<file path="src/rtl/key_conditioner.sv">
// Push-button front end: sync, 1 ms-tick debounce, press pulse and auto-repeat events per key.
// Pulses are registered and coincide with the debounced level edge; keys are fully independent.
module key_conditioner #(
  parameter int N_KEYS         = 5,
  parameter int TICK_DIV       = 48000,
  parameter int DEB_TICKS      = 20,
  parameter int RPT_DELAY      = 500,
  parameter int RPT_PERIOD     = 100,
  parameter int KEY_ACTIVE_LOW = 1
) (
  input  logic              clk_48mhz,
  input  logic              rst_n,
  input  logic [N_KEYS-1:0] key_raw,
  output logic [N_KEYS-1:0] key_level,
  output logic [N_KEYS-1:0] key_press,
  output logic [N_KEYS-1:0] key_evt,
  output logic              tick_1ms
);

  localparam int TW   = (TICK_DIV > 1) ? $clog2(TICK_DIV) : 1;
  localparam int DW   = (DEB_TICKS > 1) ? $clog2(DEB_TICKS) : 1;
  localparam int RMAX = ((RPT_DELAY > RPT_PERIOD) ? RPT_DELAY : RPT_PERIOD) - 1;
  localparam int RW   = (RMAX > 0) ? $clog2(RMAX + 1) : 1;

  localparam logic [TW-1:0] TICK_LAST = TW'(TICK_DIV - 1);
  localparam logic [DW-1:0] DEB_LAST  = DW'(DEB_TICKS - 1);
  localparam logic [RW-1:0] RDLY_LAST = (RPT_DELAY > 0) ? RW'(RPT_DELAY - 1) : '0;
  localparam logic [RW-1:0] RPER_LAST = RW'(RPT_PERIOD - 1);

  localparam logic [1:0] REL = 2'd0;
  localparam logic [1:0] DLY = 2'd1;
  localparam logic [1:0] RPT = 2'd2;

  logic [TW-1:0]     tcnt;
  logic [N_KEYS-1:0] norm;
  logic [N_KEYS-1:0] sync_a;
  logic [N_KEYS-1:0] s;

  always_ff @(posedge clk_48mhz or negedge rst_n) begin
    if (!rst_n) begin
      tcnt <= '0;
    end else if (tcnt == TICK_LAST) begin
      tcnt <= '0;
    end else begin
      tcnt <= tcnt + TW'(1);
    end
  end

  assign tick_1ms = (tcnt == TICK_LAST);

  assign norm = (KEY_ACTIVE_LOW != 0) ? ~key_raw : key_raw;

  always_ff @(posedge clk_48mhz or negedge rst_n) begin
    if (!rst_n) begin
      sync_a <= '0;
      s      <= '0;
    end else begin
      sync_a <= norm;
      s      <= sync_a;
    end
  end

  for (genvar i = 0; i < N_KEYS; i++) begin : g_key
    logic          lvl;
    logic          prs;
    logic          evt;
    logic [DW-1:0] dcnt;
    logic [RW-1:0] rcnt;
    logic [1:0]    st;
    logic          deb_done;
    logic          rise;
    logic          fall;

    // The level flips on the same edge the FSM sees rise/fall, so pulses align with it.
    assign deb_done = tick_1ms && (s[i] != lvl) && (dcnt == DEB_LAST);
    assign rise     = deb_done && s[i];
    assign fall     = deb_done && !s[i];

    always_ff @(posedge clk_48mhz or negedge rst_n) begin
      if (!rst_n) begin
        lvl  <= 1'b0;
        dcnt <= '0;
      end else if (tick_1ms) begin
        if (s[i] == lvl) begin
          dcnt <= '0;
        end else if (dcnt == DEB_LAST) begin
          lvl  <= s[i];
          dcnt <= '0;
        end else begin
          dcnt <= dcnt + DW'(1);
        end
      end
    end

    always_ff @(posedge clk_48mhz or negedge rst_n) begin
      if (!rst_n) begin
        st   <= REL;
        rcnt <= '0;
        prs  <= 1'b0;
        evt  <= 1'b0;
      end else begin
        prs <= rise;
        evt <= rise;
        if (rise) begin
          st   <= (RPT_DELAY == 0) ? REL : DLY;
          rcnt <= '0;
        end else if (fall) begin
          // Release wins over a repeat landing on the same tick: no event after the fall.
          st   <= REL;
          rcnt <= '0;
        end else if (tick_1ms) begin
          case (st)
            DLY: begin
              if (rcnt == RDLY_LAST) begin
                evt  <= 1'b1;
                st   <= RPT;
                rcnt <= '0;
              end else begin
                rcnt <= rcnt + RW'(1);
              end
            end
            RPT: begin
              if (rcnt == RPER_LAST) begin
                evt  <= 1'b1;
                rcnt <= '0;
              end else begin
                rcnt <= rcnt + RW'(1);
              end
            end
            default: begin
              st   <= REL;
              rcnt <= '0;
            end
          endcase
        end
      end
    end

    assign key_level[i] = lvl;
    assign key_press[i] = prs;
    assign key_evt[i]   = evt;
  end

endmodule

</file>
<file path="config.mk">
export PLATFORM = sky130hd
export DESIGN_NAME = key_conditioner
export DESIGN_NICKNAME = d
export VERILOG_FILES = /design/src/rtl/key_conditioner.sv
export SDC_FILE = /design/constraint.sdc
export NUM_CORES = 1
export LEC_CHECK = 0
export ABC_AREA = 1
export BUFFER_PORTS_ARGS = -buffer_cell sky130_fd_sc_hd__buf_2
export CELL_PAD_IN_SITES_DETAIL_PLACEMENT = 0
export CELL_PAD_IN_SITES_GLOBAL_PLACEMENT = 1
export CORE_MARGIN = 10
export CORE_UTILIZATION = 47
export CTS_BUF_LIST = sky130_fd_sc_hd__clkbuf_16
export DETAILED_ROUTE_END_ITERATION = 10
export HOLD_SLACK_MARGIN = 0.1
export PLACE_DENSITY_LB_ADDON = 0.12
export SYNTH_ARGS = -nofsm -noshare
export SYNTH_HDL_FRONTEND = slang
export SYNTH_SLANG_ARGS = --single-unit
</file>
<file path="constraint.sdc">
create_clock -name clk_48mhz -period 2.1 [get_ports clk_48mhz]
set_input_delay 0.42 -clock clk_48mhz [delete_from_list [all_inputs] [get_ports clk_48mhz]]
set_output_delay 0.42 -clock clk_48mhz [all_outputs]
set_load 0.02 [all_outputs]
</file>
## Yosys cells after proc, flatten, opt, wreduce, memory -nomap -nowiden

Cells that the tools add are included.

- Bits in registers: 121
- Input port bits: 7
- Output and inout bits: 16
- Logic and storage cells: 232

- Add/sub/neg operators: 11
- Eq/ne operators: 46
- Mux-type cells: 96
- Bitwise gates (word level): 6
- Reductions and logical operators: 40

Operators with widths:

| operator | number |
|---|---|
| $mux 9 | 25 |
| $pmux 9 s2 | 5 |
| $mux 5 | 10 |
| $add 9x1->9 const B | 5 |
| $eq 9x7->1 const B | 5 |
| $eq 9x9->1 const B | 5 |
| $mux 2 | 20 |
| $reduce_and 3->1 | 10 |
| $add 5x1->5 const B | 5 |
| $eq 5x5->1 const B | 5 |
| $mux 1 | 25 |
| $logic_and 1x1->1 | 20 |
| $ne 4x4->1 const B | 5 |
| $pmux 2 s2 | 5 |
| $add 16x1->16 const B | 1 |
| $eq 16x16->1 const B | 1 |
| $mux 16 | 1 |
| $ne 3x3->1 const B | 5 |
| $reduce_bool 3->1 | 5 |
| $eq 2x1->1 const B | 5 |
| $eq 2x2->1 const B | 5 |
| $pmux 1 s2 | 5 |
| $eq 1x1->1 | 5 |
| $logic_not 1->1 | 5 |
| 3 further kinds | 11 |

## Logic depth before layout (Yosys ltp)

Gate-level depths: netlist of run 1.

- Depth in word-level cells: 6
- Gate-level depth with buffers: 11
- Mapped depth without buffers: 10

## Least setup slack after synthesis of run 1

Ideal clock, no wire load.

- Path type: flip-flop to output port
- Start: reg tcnt[0]
- End: out tick_1ms
- Arrival: 1409 ps
- Required time: 1680 ps
- Path slack: 271 ps
- Cell stages (with the launch flop): 8
- Buffers on the path: 2
- Cell sequence: dfrtp_1 ha_1 nand3_1 inv_1 nand2_1 nor2_2 buf_4 buf_2

- Longest elaborated chain between the ends: 1

RTL lines:

| item | RTL line | source |
|---|---|---|
| start, declared | 34 | `logic [TW-1:0] tcnt;` |
| start signal, assigned | 45 | `tcnt <= tcnt + TW'(1);` |
| $eq 16x16->1 | 49 | `assign tick_1ms = (tcnt == TICK_LAST);` |
| end, declared | 17 | `output logic tick_1ms` |

No other way between the ends.

## Worst setup path in the final report of run 1

- Start: reg tcnt[1]
- End: out tick_1ms

Same word-level chain as after synthesis.

==> impl_metrics.env, run 1 <==
export IMPL_setup_ws_ps=54.4
export IMPL_vias=5260
export IMPL_drc=0
export IMPL_rr_startpoint="tcnt[1]"
export IMPL_die_area_mm2=0.0191
export IMPL_ios=23
export IMPL_dpl_instance_area_mm2=0.00691
export IMPL_finalHoldViolCount=0
export IMPL_grtUsageTotal=0.152
export IMPL_drive_above_1_share=0.104
export IMPL_min_path_type="in2reg"
export IMPL_crit_slowest_cell="dfrtp_1"
export IMPL_fill_cells=1285
export IMPL_worst_pin_slew_ps=411
export IMPL_grt_antenna_before_repair=0
export IMPL_fin_crit_sh=0.974
export IMPL_cts_path_max_buffers=2
export IMPL_root_buffer="clkbuf_16"
export IMPL_netlist_instances=817
export IMPL_wl_per_cell_um=13.5
export IMPL_syn_avg_cell_area_um2=8.04
export IMPL_synth_area_top_cells="dfrtp_1 46%, nand2_1 11%, inv_1 7.2%"
export IMPL_cts_buffers=17
export IMPL_htreeDepth=4
export IMPL_yosysUniqueCellTypes=31
export IMPL_grt_ovfl_total=0
export IMPL_grt_first_pass_wirelength_um=24500
export IMPL_seq_area_frac_synth=0.461
export IMPL_path_clk_slew_ps=50
export IMPL_fp_coreArea_mm2=0.0138
export IMPL_ys_ff_latch=121
export IMPL_critPathMaxFanout=4
export IMPL_num_nets_final=882
export IMPL_p_total_mw=5.23
export IMPL_yosysWarnings=0
export IMPL_synthesis_area_mm2=0.00657
export IMPL_vias_per_cell=5.03
export IMPL_arrival_ps=1630
export IMPL_gp_congestion=0.830
export IMPL_ir_drop_mv=0.531
export IMPL_final_cell_mix="185 x nand2_1, 126 x inv_1, 120 x dfrtp_1"
export IMPL_crit_type="reg2out"
export IMPL_outcome="completed"
export IMPL_post_synth_top_area_cell="dfrtp_1"
export IMPL_slowest_delay_ps=390
export IMPL_post_place_ws_ps=143
export IMPL_cts_tree="done"
export IMPL_slew_headroom=0.725
export IMPL_stdcell_count=1046
export IMPL_final_min_clock_period_ps=2050
export IMPL_die_w_um=138
export IMPL_rr_worst_depth=10
export IMPL_crit_chain="ha_4 -> nand3_2 -> inv_2 -> nand2_1 -> nor2_4 -> buf_12 -> buf_4"
export IMPL_hold_start="key_raw[3]"
export IMPL_powerDensity_mw_per_mm2=691
export IMPL_rr_endpoint="g_key[0].rcnt[2]"
export IMPL_synth_fp_nets=845
export IMPL_rrSetupSlack_ps=200
export IMPL_final_max_slew_viol_count=0
export IMPL_cp_required_ps=1680
export IMPL_hpwl_um=9720
export IMPL_port_buffers=22
export IMPL_start_util=0.477
export IMPL_cp_end_kind="primary output"
export IMPL_hold_depth=2
export IMPL_clock_sinks=121
export IMPL_placed_cells=1009
export IMPL_final_common_cell="nand2_1"
export IMPL_diodes=0
export IMPL_firstDrtPassIters=4
export IMPL_utilization=0.550
export IMPL_maxCapViolCount=0
export IMPL_final_cell_area_mm2=0.00757
export IMPL_post_synth_top_area_fraction=0.461
export IMPL_p_leak_nw=3.71
export IMPL_hold_path_endpoint="sync_a[3]"
export IMPL_die_h_um=138
export IMPL_routed_wl_um=14200
export IMPL_postRouteAntennaNets=0
export IMPL_syn_to_final_growth_pct=15.2
export IMPL_drtIter0Drc=272
export IMPL_fin_skew_ps=5.93
export IMPL_first_global_vias=5244
export IMPL_critPathLaunchType="flip-flop"
export IMPL_grt_max_degree=68
export IMPL_setup_violations=0
export IMPL_clk_latency_ps=410
export IMPL_clock_fmax_ghz=0.489
export IMPL_rows=43
==> metal layers <==
layer,vias to the layer above,global-route usage,share of wire
met2,65,0.251,0.48
li1,2678,-,-
met3,6,0.0404,0.035
met4,0,0.0472,0.0061
met5,-,0,0
met1,2511,0.190,0.48
==> cell families (layout without fill, tap and decap cells) <==
group | count (synthesis) | count (layout) | synth area share
AOI/OAI and AO/OA | 105 | 105 | 0.0893
adders and majority gates | 21 | 21 | 0.0400
buffers and inverters | 154 | 203 | 0.102
and+or+nand+nor | 369 | 369 | 0.245
DFF | 121 | 121 | 0.461
xor gates and xnor gates | 47 | 47 | 0.0626
==> cell usage after synthesis <==
cell type and number:
buf_6 3, xor2_1 37, nand2_1 185, a21oi_1 34, nor2_2 3, a21oi_2 5
o21ai_1 7, nor2_8 1, nand3b_1 5, dfrtp_1 121, o21ai_0 45, nand3_2 1
o211ai_2 2, nand4_1 28, ha_1 21, clkbuf_1 2, or2_2 1, o31ai_1 2
inv_1 126, nor3b_1 2, xnor2_1 10, nor3_1 13, buf_4 17, nand3_1 59
a22o_1 3, buf_2 6, o211ai_1 1, a211oi_1 1, nor2_1 68, nand2_2 3
o22ai_1 5
==> repair_timing <==
item	4_1_cts	5_1_grt
cloned	1	0
endpoints found under the setup margin	1	2
hold endpoints to repair	121	0
resized for setup	5	3
buffers inserted	4	0
pin swaps	1	2
hold buffers	1	0
==> flip-flops by register name (all words and copies together), names as in the netlist <==
register,count
g_key.prs,5
g_key.dcnt,25
sync_a,5
tcnt,16
g_key.st,10
s,5
g_key.evt,5
g_key.lvl,5
g_key.rcnt,45
==> worst max path at each step <==
stage	start	slack, ps	end
after floorplan	tcnt[0]	270	tick_1ms
after global placement	tcnt[0]	170	g_key[3].rcnt[5]
after global routing	tcnt[1]	-10	tick_1ms
after detailed placement	tcnt[0]	140	g_key[3].rcnt[5]
after CTS	tcnt[0]	7	tick_1ms
final	tcnt[1]	50	tick_1ms
==> worst max-delay path: cells and delay by family, from the launching register on <==
family | cells | cell delay (ps)
DFF | 1 | 390
adders and majority gates | 1 | 160
buffers and inverters | 3 | 330
and+or+nand+nor | 3 | 330
==> power breakdown <==
part	switching [mW]	internal [mW]	leakage, nW	total, mW
clock	0.993	1.82	0.279	2.81
sequential	0.00618	2.34	1.65	2.35
combinational	0.0552	0.0176	1.78	0.0729
total	1.05	4.18	3.71	5.23
==> metrics by stage <==
step | TNS [ps] | hold WS (ps)
CTS | 0 | 127
floorplan | 0 | 124
finish | 0 | 146
detailed placement | 0 | 335
global route | -12.8 | 134
global placement | 0 | 333
==> area by class of cell <==
class	count	area, um2	share of cell area
clock buffer	17	425	0.0562
clock inverter	14	139	0.0183
inverter	126	473	0.0624
multi-input combinational	542	2900	0.383
sequential	121	3030	0.400
tap	180	225	0.0297
timing repair buffer	46	385	0.0509
Note: power is estimated with default switching activity, not from simulation.
==> run 2: changes to the inputs <==
--- a/config.mk
+++ b/config.mk
@@ -15,6 +15,7 @@
 export DETAILED_ROUTE_END_ITERATION = 10
 export HOLD_SLACK_MARGIN = 0.1
 export PLACE_DENSITY_LB_ADDON = 0.12
+export RECOVER_POWER = 25
 export SYNTH_ARGS = -nofsm -noshare
 export SYNTH_HDL_FRONTEND = slang
 export SYNTH_SLANG_ARGS = --single-unit
==> impl_metrics.env, run 2 (same netlist as run 1, synthesis figures left out) <==
export IMPL_num_nets_final=882
export IMPL_crit_buf_inv=3
export IMPL_final_max_slew_viol_count=0
export IMPL_hold_depth=2
export IMPL_syn_to_final_growth_pct=15.0
export IMPL_rr_worst_depth=10
export IMPL_firstDrtPassIters=4
export IMPL_cts_path_max_buffers=2
export IMPL_slew_headroom=0.183
export IMPL_outcome="completed"
export IMPL_die_area_mm2=0.0191
export IMPL_htreeDepth=4
export IMPL_grt_first_pass_wirelength_um=24500
export IMPL_fin_crit_sh=0.974
export IMPL_final_min_clock_period_ps=2050
export IMPL_crit_slowest_cell="dfrtp_1"
export IMPL_min_path_type="in2reg"
export IMPL_finalHoldViolCount=0
export IMPL_grt_antenna_before_repair=0
export IMPL_postRouteAntennaNets=0
export IMPL_hold_path_endpoint="sync_a[3]"
export IMPL_die_w_um=138
export IMPL_ios=23
export IMPL_final_cell_area_mm2=0.00756
export IMPL_cp_end_kind="primary output"
export IMPL_cts_buffers=17
export IMPL_setup_violations=0
export IMPL_clk_latency_ps=410
export IMPL_p_leak_nw=3.70
export IMPL_fin_skew_ps=5.95
export IMPL_vias=5261
export IMPL_drive_above_1_share=0.103
export IMPL_hold_start="key_raw[3]"
export IMPL_path_delay_family="flip-flops"
export IMPL_hpwl_um=9720
export IMPL_crit_type="reg2out"
export IMPL_post_place_ws_ps=143
export IMPL_worst_pin_slew_ps=1220
export IMPL_port_buffers=22
export IMPL_clock_sinks=121
export IMPL_ir_drop_mv=0.531
export IMPL_drtIter0Drc=272
export IMPL_clock_fmax_ghz=0.489
export IMPL_arrival_ps=1630
export IMPL_grtUsageTotal=0.152
export IMPL_critPathLaunchType="flip-flop"
export IMPL_critPathMaxFanout=4
export IMPL_cts_tree="done"
export IMPL_largest_register_ffs=45
export IMPL_grt_ovfl_total=0
export IMPL_top_regs="g_key.rcnt x45, g_key.dcnt x25, tcnt x16"
export IMPL_fp_coreArea_mm2=0.0138
export IMPL_first_global_vias=5244
export IMPL_cp_required_ps=1680
export IMPL_vias_per_cell=5.03
export IMPL_dpl_instance_area_mm2=0.00691
export IMPL_final_common_cell="nand2_1"
export IMPL_routed_wl_um=14200
export IMPL_root_buffer="clkbuf_16"
export IMPL_wl_per_cell_um=13.5
export IMPL_final_cell_mix="185 x nand2_1, 126 x inv_1, 120 x dfrtp_1"
export IMPL_start_util=0.477
export IMPL_regMostFlops="g_key.rcnt"
export IMPL_drc=0
export IMPL_maxCapViolCount=0
export IMPL_rr_endpoint="g_key[0].rcnt[2]"
export IMPL_powerDensity_mw_per_mm2=692
export IMPL_die_h_um=138
export IMPL_slowest_delay_ps=390
export IMPL_timing_hold_ws_ps=146
export IMPL_rr_startpoint="tcnt[1]"
export IMPL_placed_cells=1009
export IMPL_grt_max_degree=68
export IMPL_rows=43
export IMPL_gp_congestion=0.830
export IMPL_path_clk_slew_ps=50
export IMPL_setup_ws_ps=54.4
export IMPL_rrSetupSlack_ps=200
export IMPL_stdcell_count=1046
export IMPL_crit_chain="ha_4 -> nand3_2 -> inv_2 -> nand2_1 -> nor2_4 -> buf_12 -> buf_4"
export IMPL_diodes=0
[run 2: cell count changes in the layout (fill, tap and decap cells not counted)]
| cell | delta |
|---|---|
| buf_12 | -1 |
| buf_2 | +1 |
| buf_4 | -1 |
| clkbuf_1 | +1 |
[run 2: worst max path at each step]
stage	from	endpoint	slack [ps]	cells past startpoint
after floorplan	tcnt[0]	tick_1ms	270	7
after global placement	tcnt[0]	g_key[3].rcnt[5]	170	9
after detailed placement	tcnt[0]	g_key[3].rcnt[5]	140	9
after CTS	tcnt[0]	tick_1ms	7	7
after global routing	tcnt[1]	tick_1ms	-10	7
final	tcnt[1]	tick_1ms	50	7
[run 2: final cells by class]
type | instances | area (um2)
clock inverter | 14 | 139
multi-input combinational | 542 | 2900
timing repair buffer | 46 | 367
inverter | 126 | 473
fill | 1287 | 6220
sequential | 121 | 3030
clock buffer | 17 | 425
tap | 180 | 225
[run 2: per-layer routing]
metal | routed length (um) | global-route usage | vias to the layer above
met5 | 0 | 0 | -
met4 | 87 | 0.0472 | 0
met3 | 491 | 0.0404 | 6
met2 | 6820 | 0.251 | 65
met1 | 6770 | 0.190 | 2512
li1 | - | - | 2678
[run 2: power breakdown]
part / total (mW) / internal (mW) / switching, mW
logic: 0.0679 / 0.0134 / 0.0545
clock network: 2.81 / 1.82 / 0.993
registers: 2.35 / 2.34 / 0.00618
[run 2: timing repair]
item                                    CTS  global route
gates cloned                              1             0
resized for setup                         5             3
hold endpoints to repair                121             0
endpoints found under the setup margin    1             2
pin swaps                                 1             2
hold buffers                              1             0
buffers inserted                          4             0
[run 2: worst register-to-register path: stages (launching register included)]
cell     delay [ps]
dfrtp_1         390
ha_4            160
nand3_2         120
inv_2            90
nand2_1          90
nor2_4          120
buf_4           150
buf_4           150
nand3_1          90
nand3_1         280
a21oi_1         110
[run 2: stage by stage]
stage	TNS (ps)	utilization	total power [mW]
6_report	0	0.549	5.23
4_1_cts	0	0.549	5.31
3_3_place_gp	0	0.502	2.46
2_1_floorplan	0	-	2.40
3_5_place_dp	0	0.502	2.47
5_1_grt	-12.8	0.549	5.42
==> run 3: changes to the inputs <==
--- a/config.mk
+++ b/config.mk
@@ -9,7 +9,6 @@
 export BUFFER_PORTS_ARGS = -buffer_cell sky130_fd_sc_hd__buf_2
 export CELL_PAD_IN_SITES_DETAIL_PLACEMENT = 0
 export CELL_PAD_IN_SITES_GLOBAL_PLACEMENT = 1
-export CORE_MARGIN = 10
 export CORE_UTILIZATION = 47
 export CTS_BUF_LIST = sky130_fd_sc_hd__clkbuf_16
 export DETAILED_ROUTE_END_ITERATION = 10
==> impl_metrics.env, run 3 (same netlist as run 1, synthesis figures left out) <==
export IMPL_gp_congestion=0.795
export IMPL_final_max_slew_viol_count=0
export IMPL_path_delay_family="flip-flops"
export IMPL_p_leak_nw=3.73
export IMPL_timing_hold_ws_ps=138
export IMPL_crit_chain="ha_4 -> nand3_4 -> inv_2 -> nand2_2 -> nor2_4 -> buf_12 -> buf_4"
export IMPL_ios=23
export IMPL_crit_buf_inv=3
export IMPL_post_place_ws_ps=81.2
export IMPL_clock_power_share=0.517
export IMPL_arrival_ps=1580
export IMPL_final_min_clock_period_ps=2000
export IMPL_ir_drop_mv=0.526
export IMPL_setup_violations=0
export IMPL_final_cell_mix="184 x nand2_1, 127 x inv_1, 121 x dfrtp_1"
export IMPL_critPathMaxFanout=4
export IMPL_swShare=0.214
export IMPL_cp_end_kind="primary output"
export IMPL_routed_wl_um=13900
export IMPL_slowest_delay_ps=390
export IMPL_diodes=0
export IMPL_crit_cells=7
export IMPL_die_h_um=120
export IMPL_port_buffers=22
export IMPL_firstDrtPassIters=5
export IMPL_wl_per_cell_um=13.2
export IMPL_crit_slowest_cell="dfrtp_1"
export IMPL_cts_tree="done"
export IMPL_drc=0
export IMPL_clock_fmax_ghz=0.500
export IMPL_seq_power_share=0.469
export IMPL_fin_crit_sh=0.952
export IMPL_crit_type="reg2out"
export IMPL_dpl_instance_area_mm2=0.00691
export IMPL_vias_per_cell=5.06
export IMPL_drtIter0Drc=303
export IMPL_first_global_vias=5358
export IMPL_root_buffer="clkbuf_16"
export IMPL_final_cell_area_mm2=0.00757
export IMPL_num_nets_final=890
export IMPL_grtUsageTotal=0.217
export IMPL_setup_ws_ps=99.9
export IMPL_internal_power_mw=3.93
export IMPL_path_clk_slew_ps=50
export IMPL_fill_cells=1307
export IMPL_grt_ovfl_total=0
export IMPL_die_w_um=120
export IMPL_critPathLaunchType="flip-flop"
export IMPL_comb_power_share=0.014
export IMPL_syn_to_final_growth_pct=15.1
export IMPL_cts_path_max_buffers=2
export IMPL_die_area_mm2=0.0145
export IMPL_p_switching_mw=1.07
export IMPL_powerDensity_mw_per_mm2=662
export IMPL_grt_antenna_before_repair=0
export IMPL_placed_cells=1009
export IMPL_postRouteAntennaNets=0
export IMPL_htreeDepth=4
export IMPL_clk_latency_ps=410
export IMPL_vias=5310
export IMPL_hold_depth=2
export IMPL_grt_first_pass_wirelength_um=24800
export IMPL_rows=42
export IMPL_maxCapViolCount=0
export IMPL_start_util=0.489
export IMPL_top_regs="g_key.rcnt x45, g_key.dcnt x25, tcnt x16"
export IMPL_stdcell_count=1050
export IMPL_multi_input_area_mm2=0.00291
export IMPL_cp_required_ps=1680
export IMPL_largest_register_ffs=45
export IMPL_regArea_mm2=0.00303
export IMPL_grt_max_degree=63
export IMPL_fin_skew_ps=6.27
export IMPL_worst_pin_slew_ps=910
export IMPL_drive_above_1_share=0.112
export IMPL_regMostFlops="g_key.rcnt"
export IMPL_min_path_type="in2reg"
export IMPL_outcome="completed"
export IMPL_final_common_cell="nand2_1"
export IMPL_hpwl_um=9460
export IMPL_fp_coreArea_mm2=0.0135
export IMPL_rr_worst_depth=11
export IMPL_cts_buffers=17
export IMPL_slew_headroom=0.394
export IMPL_finalHoldViolCount=0
export IMPL_clock_sinks=121
[run 3: per-stage QoR]
| stage | utilization | total power [mW] | setup TNS [ps] |
|---|---|---|---|
| 2_1_floorplan | - | 2.40 | 0 |
| 3_3_place_gp | 0.514 | 2.46 | 0 |
| 3_5_place_dp | 0.514 | 2.46 | 0 |
| 4_1_cts | 0.560 | 5.07 | 0 |
| 5_1_grt | 0.562 | 5.17 | -5.95 |
| 6_report | 0.562 | 5.01 | 0 |
[run 3: cell type report]
type                       count  share of cell area
clock buffer                  17              0.0562
clock inverter                14              0.0122
inverter                     126              0.0625
multi-input combinational    542               0.385
sequential                   121               0.400
tap                          176              0.0291
timing repair buffer          54              0.0547
[run 3: worst paths after layout]
| kind | start | end | slack, ps |
|---|---|---|---|
| max in group asynchronous | rst_n | g_key[0].prs | 490 |
| max reg2reg | tcnt[1] | g_key[0].rcnt[6] | 140 |
| min reg2reg | sync_a[0] | s[0] | 350 |
| max | tcnt[1] | tick_1ms | 100 |
| min in group asynchronous | rst_n | s[4] | 650 |
| min | key_raw[1] | sync_a[1] | 140 |
[run 3: metal layers]
| metal | wire [um] | share of wire | global-route usage | vias up |
|---|---|---|---|---|
| met5 | 0 | 0 | 0 | - |
| met4 | 187 | 0.013 | 0.0718 | 0 |
| met3 | 517 | 0.037 | 0.0557 | 14 |
| met2 | 6310 | 0.46 | 0.345 | 88 |
| met1 | 6840 | 0.49 | 0.289 | 2507 |
| li1 | - | - | - | 2701 |
[run 3: power groups by stage]
| stage | clock network (mW) | registers [mW] | logic [mW] |
|---|---|---|---|
| 2_1_floorplan | 0 | 2.39 | 0.0100 |
| 3_3_place_gp | 0 | 2.39 | 0.0717 |
| 3_5_place_dp | 0 | 2.39 | 0.0739 |
| 4_1_cts | 2.65 | 2.35 | 0.0762 |
| 5_1_grt | 2.74 | 2.35 | 0.0833 |
| 6_report | 2.59 | 2.35 | 0.0705 |
[run 3: repair_timing]
action / in CTS / in global routing
endpoints found under the setup margin: 1 / 26
hold endpoints to repair: 13 / 0
hold buffers: 1 / 0
gates resized for setup: 7 / 3
setup buffers: 4 / 4
pin swaps: 1 / 2
gates cloned: 1 / 0
